--- config.mk ---
export PLATFORM = sky130hd
export DESIGN_NAME = router_scheduler
export DESIGN_NICKNAME = d
export VERILOG_FILES = /design/src/rtl/router_sched_pkg.sv /design/src/rtl/tile_addr_calc.sv /design/src/rtl/router_scheduler.sv
export SDC_FILE = /design/constraint.sdc
export NUM_CORES = 1
export LEC_CHECK = 0
export ABC_CLOCK_PERIOD_IN_PS = 6810
export CORE_MARGIN = 3
export CORE_UTILIZATION = 42
export DETAILED_ROUTE_END_ITERATION = 16
export GPL_TIMING_DRIVEN = 1
export MAX_ROUTING_LAYER = met4
export PLACE_DENSITY = 0.61
export SETUP_SLACK_MARGIN = 0.02
export SYNTH_ARGS = -nofsm -noshare
export SYNTH_HDL_FRONTEND = slang
export SYNTH_SLANG_ARGS = --single-unit
export TNS_END_PERCENT = 5
--- constraint.sdc ---
create_clock -name i_clk -period 6.81 [get_ports i_clk]
set_input_delay 1.362 -clock i_clk [delete_from_list [all_inputs] [get_ports i_clk]]
set_output_delay 1.362 -clock i_clk [all_outputs]
set_load 0.02 [all_outputs]
--- src/rtl/router_sched_pkg.sv ---
// Shared types and default widths for the layer sequencer that drives the
// input and weight routers.
package router_sched_pkg;

    localparam int ADDR_WIDTH_DEF     = 8;
    localparam int TILE_CNT_WIDTH_DEF = 8;
    localparam int TIMEOUT_CYCLES_DEF = 1024;

    typedef enum logic [2:0] {
        IDLE,
        CONFIG,
        LAUNCH,
        WAIT_READY,
        STREAM,
        NEXT,
        FLUSH,
        DONE
    } sched_state_e;

endpackage

--- src/rtl/tile_addr_calc.sv ---
// Per-router SPAD window generator: an offset accumulator replaces
// base + idx*len, and start/end are registered ahead of the CONFIG cycle.
module tile_addr_calc
    import router_sched_pkg::*;
#(
    parameter int AW = ADDR_WIDTH_DEF
) (
    input  logic          i_clk,
    input  logic          i_nrst,
    input  logic          i_load,
    input  logic          i_advance,
    input  logic [AW-1:0] i_base,
    input  logic [AW-1:0] i_len,
    output logic [AW-1:0] o_start_addr,
    output logic [AW-1:0] o_addr_end
);

    logic [AW-1:0] len_q;
    logic [AW-1:0] offset_q;
    logic [AW-1:0] start_q;
    logic [AW-1:0] end_q;
    logic [AW-1:0] len_eff;
    logic [AW-1:0] offset_d;

    assign len_eff  = (i_len == '0) ? AW'(1) : i_len;
    assign offset_d = offset_q + len_q;

    // All sums wrap modulo 2^AW by construction.
    always_ff @(posedge i_clk) begin
        if (!i_nrst) begin
            len_q    <= '0;
            offset_q <= '0;
            start_q  <= '0;
            end_q    <= '0;
        end else if (i_load) begin
            len_q    <= len_eff;
            offset_q <= i_base;
            start_q  <= i_base;
            end_q    <= i_base + len_eff - AW'(1);
        end else if (i_advance) begin
            offset_q <= offset_d;
            start_q  <= offset_d;
            end_q    <= offset_d + len_q - AW'(1);
        end
    end

    assign o_start_addr = start_q;
    assign o_addr_end   = end_q;

endmodule

--- src/rtl/router_scheduler.sv ---
// Layer sequencer: walks channel tiles, launches both routers in lockstep,
// streams shared pops until both finish, then flushes the accumulators.
//
// state      | meaning
// IDLE       | waiting for i_start, config latched on start
// CONFIG     | router clear, tile windows valid, acc clear on tile 0
// LAUNCH     | launch pulse to both routers, done flags/watchdog cleared
// WAIT_READY | waiting for both readies, watchdog running
// STREAM     | pop while not stalled, collecting sticky done flags
// NEXT       | advance to next tile or go flush
// FLUSH      | accumulator flush pulse
// DONE       | layer done pulse
module router_scheduler
    import router_sched_pkg::*;
#(
    parameter int ADDR_WIDTH     = ADDR_WIDTH_DEF,
    parameter int TILE_CNT_WIDTH = TILE_CNT_WIDTH_DEF,
    parameter int TIMEOUT_CYCLES = TIMEOUT_CYCLES_DEF
) (
    input  logic                      i_clk,
    input  logic                      i_nrst,
    input  logic                      i_start,
    input  logic                      i_abort,
    input  logic [TILE_CNT_WIDTH-1:0] i_tile_count,
    input  logic [ADDR_WIDTH-1:0]     i_ir_base,
    input  logic [ADDR_WIDTH-1:0]     i_ir_tile_len,
    input  logic [ADDR_WIDTH-1:0]     i_wr_base,
    input  logic [ADDR_WIDTH-1:0]     i_wr_tile_len,
    input  logic                      i_ir_ready,
    input  logic                      i_ir_done,
    input  logic                      i_wr_ready,
    input  logic                      i_wr_done,
    input  logic                      i_stall,
    output logic                      o_ir_en,
    output logic                      o_wr_en,
    output logic                      o_router_clear,
    output logic [ADDR_WIDTH-1:0]     o_ir_start_addr,
    output logic [ADDR_WIDTH-1:0]     o_ir_addr_end,
    output logic [ADDR_WIDTH-1:0]     o_wr_start_addr,
    output logic [ADDR_WIDTH-1:0]     o_wr_addr_end,
    output logic                      o_pop_en,
    output logic                      o_acc_clear,
    output logic                      o_acc_flush,
    output logic [TILE_CNT_WIDTH-1:0] o_tile_idx,
    output logic                      o_busy,
    output logic                      o_done,
    output logic                      o_error
);

    localparam int WDOG_W = $clog2(TIMEOUT_CYCLES + 1);
    localparam logic [WDOG_W-1:0] WDOG_LAST = WDOG_W'(TIMEOUT_CYCLES - 1);

    sched_state_e              state_q;
    logic [TILE_CNT_WIDTH-1:0] tile_idx_q;
    logic [TILE_CNT_WIDTH-1:0] count_q;
    logic [WDOG_W-1:0]         wdog_q;
    logic                      ir_flag_q, wr_flag_q;
    logic                      ir_flag_d, wr_flag_d;
    logic                      ir_en_q, wr_en_q, router_clear_q;
    logic                      acc_clear_q, acc_flush_q, done_q, error_q;
    logic                      last_tile;
    logic                      addr_load, addr_adv;

    assign ir_flag_d = ir_flag_q | i_ir_done;
    assign wr_flag_d = wr_flag_q | i_wr_done;
    assign last_tile = (tile_idx_q == count_q - TILE_CNT_WIDTH'(1));
    assign addr_load = (state_q == IDLE) && i_start && !i_abort;
    assign addr_adv  = (state_q == NEXT) && !last_tile && !i_abort;

    always_ff @(posedge i_clk) begin
        if (!i_nrst) begin
            state_q        <= IDLE;
            tile_idx_q     <= '0;
            count_q        <= '0;
            wdog_q         <= '0;
            ir_flag_q      <= 1'b0;
            wr_flag_q      <= 1'b0;
            ir_en_q        <= 1'b0;
            wr_en_q        <= 1'b0;
            router_clear_q <= 1'b0;
            acc_clear_q    <= 1'b0;
            acc_flush_q    <= 1'b0;
            done_q         <= 1'b0;
            error_q        <= 1'b0;
        end else begin
            ir_en_q        <= 1'b0;
            wr_en_q        <= 1'b0;
            router_clear_q <= 1'b0;
            acc_clear_q    <= 1'b0;
            acc_flush_q    <= 1'b0;
            done_q         <= 1'b0;
            if (i_abort) begin
                state_q        <= IDLE;
                router_clear_q <= 1'b1;
            end else begin
                case (state_q)
                    IDLE: begin
                        if (i_start) begin
                            count_q        <= (i_tile_count == '0) ? TILE_CNT_WIDTH'(1) : i_tile_count;
                            tile_idx_q     <= '0;
                            error_q        <= 1'b0;
                            router_clear_q <= 1'b1;
                            acc_clear_q    <= 1'b1;
                            state_q        <= CONFIG;
                        end
                    end
                    CONFIG: begin
                        ir_en_q <= 1'b1;
                        wr_en_q <= 1'b1;
                        state_q <= LAUNCH;
                    end
                    LAUNCH: begin
                        ir_flag_q <= 1'b0;
                        wr_flag_q <= 1'b0;
                        wdog_q    <= '0;
                        state_q   <= WAIT_READY;
                    end
                    WAIT_READY: begin
                        if (i_ir_ready && i_wr_ready) begin
                            state_q <= STREAM;
                        end else if (wdog_q == WDOG_LAST) begin
                            error_q <= 1'b1;
                            state_q <= IDLE;
                        end else begin
                            wdog_q <= wdog_q + WDOG_W'(1);
                        end
                    end
                    STREAM: begin
                        ir_flag_q <= ir_flag_d;
                        wr_flag_q <= wr_flag_d;
                        if (ir_flag_d && wr_flag_d) begin
                            state_q <= NEXT;
                        end
                    end
                    NEXT: begin
                        if (last_tile) begin
                            acc_flush_q <= 1'b1;
                            state_q     <= FLUSH;
                        end else begin
                            tile_idx_q     <= tile_idx_q + TILE_CNT_WIDTH'(1);
                            router_clear_q <= 1'b1;
                            state_q        <= CONFIG;
                        end
                    end
                    FLUSH: begin
                        done_q  <= 1'b1;
                        state_q <= DONE;
                    end
                    DONE: begin
                        state_q <= IDLE;
                    end
                    default: begin
                        state_q <= IDLE;
                    end
                endcase
            end
        end
    end

    tile_addr_calc #(.AW(ADDR_WIDTH)) u_ir_addr (
        .i_clk        (i_clk),
        .i_nrst       (i_nrst),
        .i_load       (addr_load),
        .i_advance    (addr_adv),
        .i_base       (i_ir_base),
        .i_len        (i_ir_tile_len),
        .o_start_addr (o_ir_start_addr),
        .o_addr_end   (o_ir_addr_end)
    );

    tile_addr_calc #(.AW(ADDR_WIDTH)) u_wr_addr (
        .i_clk        (i_clk),
        .i_nrst       (i_nrst),
        .i_load       (addr_load),
        .i_advance    (addr_adv),
        .i_base       (i_wr_base),
        .i_len        (i_wr_tile_len),
        .o_start_addr (o_wr_start_addr),
        .o_addr_end   (o_wr_addr_end)
    );

    assign o_pop_en       = (state_q == STREAM) && !i_stall;
    assign o_busy         = (state_q != IDLE);
    assign o_ir_en        = ir_en_q;
    assign o_wr_en        = wr_en_q;
    assign o_router_clear = router_clear_q;
    assign o_acc_clear    = acc_clear_q;
    assign o_acc_flush    = acc_flush_q;
    assign o_done         = done_q;
    assign o_error        = error_q;
    assign o_tile_idx     = tile_idx_q;

endmodule

==> results of run 1 <==
==> per-layer routing <==
layer,global-route usage,wire (um)
met5,-,0
met4,0.0486,133
met3,0.0417,732
met2,0.315,6860
met1,0.263,7280
==> sequential cells by signal, summed over array words and instances (netlist names) <==
signal	flops
count_q	8
ir_flag_q	1
o_acc_clear	1
o_acc_flush	1
o_done	1
o_error	1
o_router_clear	1
o_tile_idx	8
o_wr_en	1
state_q	3
u_ir_addr.len_q	8
u_ir_addr.o_addr_end	8
u_ir_addr.offset_q	8
u_wr_addr.len_q	8
u_wr_addr.o_addr_end	8
u_wr_addr.o_start_addr	8
wdog_q	11
wr_flag_q	1
==> power by group <==
part	total [mW]	switching (mW)	internal, mW
combinational	0.479	0.258	0.222
sequential	0.550	0.0222	0.528
clock	0.514	0.225	0.289
total	1.54	0.504	1.04
==> worst paths after layout <==
check,from,to,slack [ns]
max,i_wr_tile_len[7],u_wr_addr.o_addr_end[7]$_SDFFE_PN0P_,2.74
min,wdog_q[1]$_SDFFE_PN0P_,wdog_q[1]$_SDFFE_PN0P_,0.47
max reg2reg,u_wr_addr.len_q[0]$_SDFFE_PN0P_,u_wr_addr.o_addr_end[7]$_SDFFE_PN0P_,3.36
min reg2reg,wdog_q[1]$_SDFFE_PN0P_,wdog_q[1]$_SDFFE_PN0P_,0.47
==> cell usage in the layout, fill, tap and decap left out, types with 9 or more instances in the layout <==
| cell type | netlist | routed |
|---|---|---|
| ha_1 | 69 | 69 |
| or3_1 | 9 | 9 |
| a211oi_1 | 10 | 10 |
| a21oi_1 | 71 | 71 |
| dfxtp_1 | 86 | 86 |
| nor2_1 | 59 | 59 |
| inv_1 | 109 | 109 |
| o211a_1 | 13 | 13 |
| clkbuf_16 | 0 | 9 |
| a21o_1 | 9 | 9 |
| clkdlybuf4s50_1 | 0 | 97 |
| nor3_1 | 15 | 14 |
| xor2_1 | 22 | 22 |
| nand3_1 | 13 | 13 |
| xnor2_1 | 28 | 28 |
| o21ai_0 | 30 | 30 |
| o211ai_1 | 11 | 11 |
| nand2_1 | 81 | 81 |
==> through the flow <==
stage                     setup slack, ns  total power, mW  hold WS, ns
after global routing                 2.50             1.65        0.493
after floorplan                      3.27            0.900        0.437
final                                2.74             1.54        0.469
after global placement               2.43             1.03        0.451
after CTS                            2.75             1.56        0.472
after detailed placement             2.40             1.04        0.461
==> area by class of cell <==
type / count / area (sq um) / share of cell area
Multi-Input combinational cell: 540 / 3790 / 0.508
Clock buffer: 9 / 225 / 0.0302
Sequential cell: 86 / 1720 / 0.231
Inverter: 110 / 413 / 0.0553
Tap cell: 180 / 225 / 0.0302
Clock inverter: 7 / 80.1 / 0.0107
Timing Repair Buffer: 102 / 1010 / 0.135
==> worst max-delay path: cells and delay by family <==
family | cells | cell delay (ns)
buf+inv | 2 | 0.56
xor+xnor | 1 | 0.14
fa+ha+maj | 3 | 0.82
simple gates | 1 | 0.09
compound gates | 7 | 1.34
==> kinds of logic after synthesis <==
kind of cell             synth area share
buffers and inverters              0.0944
flip-flops                          0.283
adder cells (fa/ha/maj)             0.162
multiplexers                      0.00494
XOR/XNOR                           0.0757
AO/OA/AOI/OAI                       0.210
AND/OR/NAND/NOR                     0.170
==> summary.txt, run 1 <==
Drt
  • Via count: 5417
  • DRT Pass-1 Iters: 5
  • Drt first-iter violations: 289
  • Routed WL: 15.0 mm
  • Drc violations: 0
  • WL per Instance: 14.5 um
  • Post-DR vias/cell: 5.24
  • ANT nets after route: 0

Synthesis
  • Number of flops mapped to enable cells by yosys: 0
  • Syn Inst Count: 771
  • Ys Warns: 0
  • Synth Area per Inst: 7.89 sq um
  • Yosys top cell by area: dfxtp_1
  • Ys async rst share: 0
  • Syn_nets: ~900
  • Top_reg_cell synth: dfxtp_1
  • Post-synth top cells: inv_1 (109), dfxtp_1 (86), nand2_1 (81)
  • Synth top area share: 0.283
  • Register bit count reported by yosys: 86
  • Sequential share of the synthesized area: 0.283
  • Top-count cell post-synth: inv_1
  • Most area-consuming cells after synthesis: dfxtp_1 (28%), ha_1 (14%), inv_1 (6.7%), a21oi_1 (5.8%), nand2_1 (5.0%)
  • Mapped Area: 6080 sq um
  • Yosys cell types: 65

Clock network
  • CTS max path bufs: 2
  • TritonCTS clock tree: built
  • CTS H-tree lvls: 3
  • Postcts setup bufs: 0
  • CTS Buf Count: 9
  • Hold Buf Count CTS: 0
  • Clock slew at reported path FFs: 0.07 ns
  • # resized after CTS: 0
  • Clock latency on the worst-skew pair: 0.35 ns
  • Clock sinks: 86
  • Clk root buf: clkbuf_16

Placement
  • HPWL Detailed: 11.0 mm
  • GP Congestion: between 0.8 and 0.9
  • Cell Area, Placed: roughly 7000 sq um
  • Count of input and output buffers: 97
  • Placed cells: 1018

Floorplanning
  • IO Pins: 98
  • Die Wd: 126 um
  • Die Ht: ~130 um
  • Initial Util: 0.433
  • Die area: 16000 sq um
  • Row cnt: 43
  • Area of the core: ~14000 sq um

Worst setup path
  • Crit path cell chain: clkdlybuf4s50_1, nor4_1, a41oi_1, ha_1, inv_1, ha_1, fa_1, a21o_1, a21oi_1, o21bai_1, a21oi_1, xnor2_1, o21ai_0, o221a_2
  • CP max-delay cell: clkdlybuf4s50_1
  • Endpoint class of the critical path: flip-flop
  • CP startpoint kind: input port
  • Worst Path Required: roughly 7.1 ns
  • Crit path max fanout: 3
  • Crit Path Class: in2reg
  • Crit path DAT: 4.31 ns
  • Max incr delay on CP: 0.52 ns
  • R2R depth: 16

Power
  • Max VDD drop: ~0.11 mV
  • P per Cell Area: 207 nW/um^2
  • Leakage: 3.21 nW

Finish
  • Final net count: 973
  • Fillers: 1343
  • Layout area overhead: 22.7%
  • Final instance area: 7470 sq um
  • Layout Utilization: 0.532
  • Ant. Diodes: 0
  • Layout cells sized above 1: 0.0433
  • Final std cells w/o fill: 1034

Timing
  • Fmax: around 250 MHz
  • Final Hold Viols: 0
  • RSZ-0062 raised after global routing: no
  • Worst-margin pin slew: 1.16 ns
  • Setup Skew: 0.00678 ns
  • Worst rel slew slack: 0.216
  • Final period util: 0.598
  • Max-slew violation count: 0
  • Final setup TNS: 0 ns
  • Final min period: 4.07 ns
  • Setup Viol. Count Final: 0

Global routing
  • Gr usage total: 0.199
  • Grt ovf: 0
  • First-pass GRT wire length: between 20 and 30 mm
  • Largest net degree at the start of global routing: 75
  • Vias in the first global route: ~5400
  • Antenna violations before repair: 0

Flow run
  • Max-Cap Viols: 0

Status
  • Run status: complete, no violations

Worst hold path
  • Hold depth: 2
  • Hold Path Class: reg2reg
Power figures use the tool's default switching activity.
==> run 2, diff against run 1 <==
--- a/config.mk
+++ b/config.mk
@@ -5,13 +5,13 @@
 export SDC_FILE = /design/constraint.sdc
 export NUM_CORES = 1
 export LEC_CHECK = 0
-export ABC_CLOCK_PERIOD_IN_PS = 6810
+export ABC_CLOCK_PERIOD_IN_PS = 3700
 export CORE_MARGIN = 3
 export CORE_UTILIZATION = 42
 export DETAILED_ROUTE_END_ITERATION = 16
 export GPL_TIMING_DRIVEN = 1
 export MAX_ROUTING_LAYER = met4
-export PLACE_DENSITY = 0.61
+export PLACE_DENSITY = 0.64
 export SETUP_SLACK_MARGIN = 0.02
 export SYNTH_ARGS = -nofsm -noshare
 export SYNTH_HDL_FRONTEND = slang
==> constraint.sdc (replaced) <==
create_clock -name i_clk -period 3.7 [get_ports i_clk]
set_input_delay 0.74 -clock i_clk [delete_from_list [all_inputs] [get_ports i_clk]]
set_output_delay 0.74 -clock i_clk [all_outputs]
set_load 0.02 [all_outputs]
==> summary.txt, run 2 (synthesis results as in run 1) <==
Floorplanning
  • Die area: 16000 sq um
  • Initial Util: 0.433
  • IO Pins: 98
  • Row cnt: 43
  • Die Ht: roughly 130 um
  • Die Wd: 126 um
  • Area of the core: 14000 sq um

Clock network
  • TritonCTS clock tree: built
  • # resized after CTS: 0
  • Hold Buf Count CTS: 0
  • Clock slew at reported path FFs: around 0.07 ns
  • CTS H-tree lvls: 3
  • Clock sinks: 86
  • Postcts setup bufs: 0
  • CTS Buf Count: 9
  • Clk root buf: clkbuf_16
  • Clock latency on the worst-skew pair: ~0.35 ns
  • CTS max path bufs: 2

Finish
  • Largest register FFs: 11
  • Most flops, register: wdog_q
  • Final std cells w/o fill: a little over 1000
  • Layout cells sized above 1: 0.0501
  • Final instance area: 7540 sq um
  • Final net count: between 900 and 1000
  • Ant. Diodes: 0
  • Most frequent cells in the layout: inv_1 (109), clkdlybuf4s50_1 (97), dfxtp_1 (86)
  • Most common library cell in the layout ignoring fill and taps: inv_1
  • Layout area overhead: 24.0%

Placement
  • HPWL Detailed: approximately 12 mm
  • Placed cells: roughly 1000
  • GP Congestion: 0.906
  • Cell Area, Placed: 7210 sq um
  • Count of input and output buffers: slightly below 100

Worst setup path
  • CP max-delay cell: clkdlybuf4s50_1
  • Buf+Inv Stages, Crit Path: 2
  • CP startpoint kind: input port
  • Endpoint class of the critical path: flip-flop
  • Crit path cell chain: clkdlybuf4s50_1, nor4_1, a41oi_1, ha_1, inv_1, ha_1, fa_1, a21o_1, a21oi_1, o21bai_1, a21oi_1, xnor2_1, o21ai_0, o221a_2
  • Max incr delay on CP: roughly 0.56 ns
  • Crit path DAT: ~3.7 ns
  • Worst Path Required: 3.94 ns
  • Crit path max-delay family: compound AO/OA/AOI/OAI gates
  • Reg2reg setup slack: 0.32 ns
  • Crit Path Class: in2reg
  • Crit path max fanout: 3

Timing
  • Fmax: 294 MHz
  • Setup Skew: 0.00660 ns
  • Max-slew violation count: 0
  • RSZ-0062 raised after global routing: no
  • Final period util: 0.921
  • Worst rel slew slack: 0.541
  • Final Hold Viols: 0
  • Worst-margin pin slew: 0.689 ns
  • Final min period: 3.41 ns
  • Setup Viol. Count Final: 0
  • Hold_ws: 0.473 ns

Drt
  • Drc violations: 0
  • DRT Pass-1 Iters: 5
  • Via count: 5613
  • WL per Instance: 15.1 um
  • Post-DR vias/cell: 5.40
  • ANT nets after route: 0
  • Routed WL: 15.7 mm
  • Drt first-iter violations: 307

Global routing
  • Antenna violations before repair: 0
  • GR Util met2: 0.340
  • Met1 usage: 0.252
  • Largest net degree at the start of global routing: 75
  • Met3 usage: 0.0278
  • First-pass GRT wire length: 26.3 mm
  • Grt ovf: 0
  • GRT busiest layer: met2
  • Vias in the first global route: 5570
  • Gr usage total: 0.204

Flow run
  • Max-Cap Viols: 0

Power
  • Leakage: 3.26 nW
  • P per Cell Area: 390 nW/um^2
  • Max VDD drop: 0.221 mV
  • Total Power: ~3 mW

Status
  • Run status: complete, no violations

Worst hold path
  • Hold Path Class: reg2reg
run 2: cell types whose count changed in the layout (fill, tap and decap cells not counted), sizes merged:
cell	previous run	this run
buf	5	10
bufinv	1	2
clkbuf	9	10
clkinv	2	3
clkinvlp	2	0
inv	112	111
run 2: tightest hold or removal path: cells and delay by family (launching register included):
family,cells,cell delay (ns)
flops,1,0.32
simple gates,1,0.06
compound gates,1,0.05
run 2: cell type report:
class                           count  area (sq um)
Clock buffer                       10           239
Inverter                          110           413
Timing Repair Buffer              107          1060
Sequential cell                    86          1720
Fill cell                        1317          6500
Multi-Input combinational cell    540          3800
Clock inverter                      6          91.3
Tap cell                          180           225
run 2: through the flow:
step	setup slack [ns]	setup TNS, ns	util
after floorplan	0.505	0	-
after global placement	0.0359	0	0.514
after detailed placement	-0.0433	-0.0433	0.514
after CTS	0.269	0	0.537
after global routing	0.0372	0	0.537
final	0.294	0	0.537
run 2: worst paths after layout:
kind | startpoint | to | depth (start not counted)
worst min register to register | u_wr_addr.len_q[7]$_SDFFE_PN0P_ | u_wr_addr.len_q[7]$_SDFFE_PN0P_ | 2
worst max register to register | u_wr_addr.len_q[0]$_SDFFE_PN0P_ | u_wr_addr.o_addr_end[7]$_SDFFE_PN0P_ | 16
worst min-delay path | u_wr_addr.len_q[7]$_SDFFE_PN0P_ | u_wr_addr.len_q[7]$_SDFFE_PN0P_ | 2
worst max-delay path | i_wr_tile_len[6] | u_wr_addr.o_addr_end[7]$_SDFFE_PN0P_ | 14
run 2: power breakdown:
part | internal (mW) | switching [mW] | leakage, nW
clock | 0.615 | 0.404 | 0.163
sequential | 0.972 | 0.0410 | 0.702
combinational | 0.418 | 0.490 | 2.40
total | 2.01 | 0.935 | 3.26
run 2: layer usage:
metal | vias to the layer above | part of all wire
li1 | 2803 | -
met1 | 2660 | 0.45
met3 | 20 | 0.038
met4 | 0 | 0.023
met2 | 130 | 0.49
met5 | - | 0
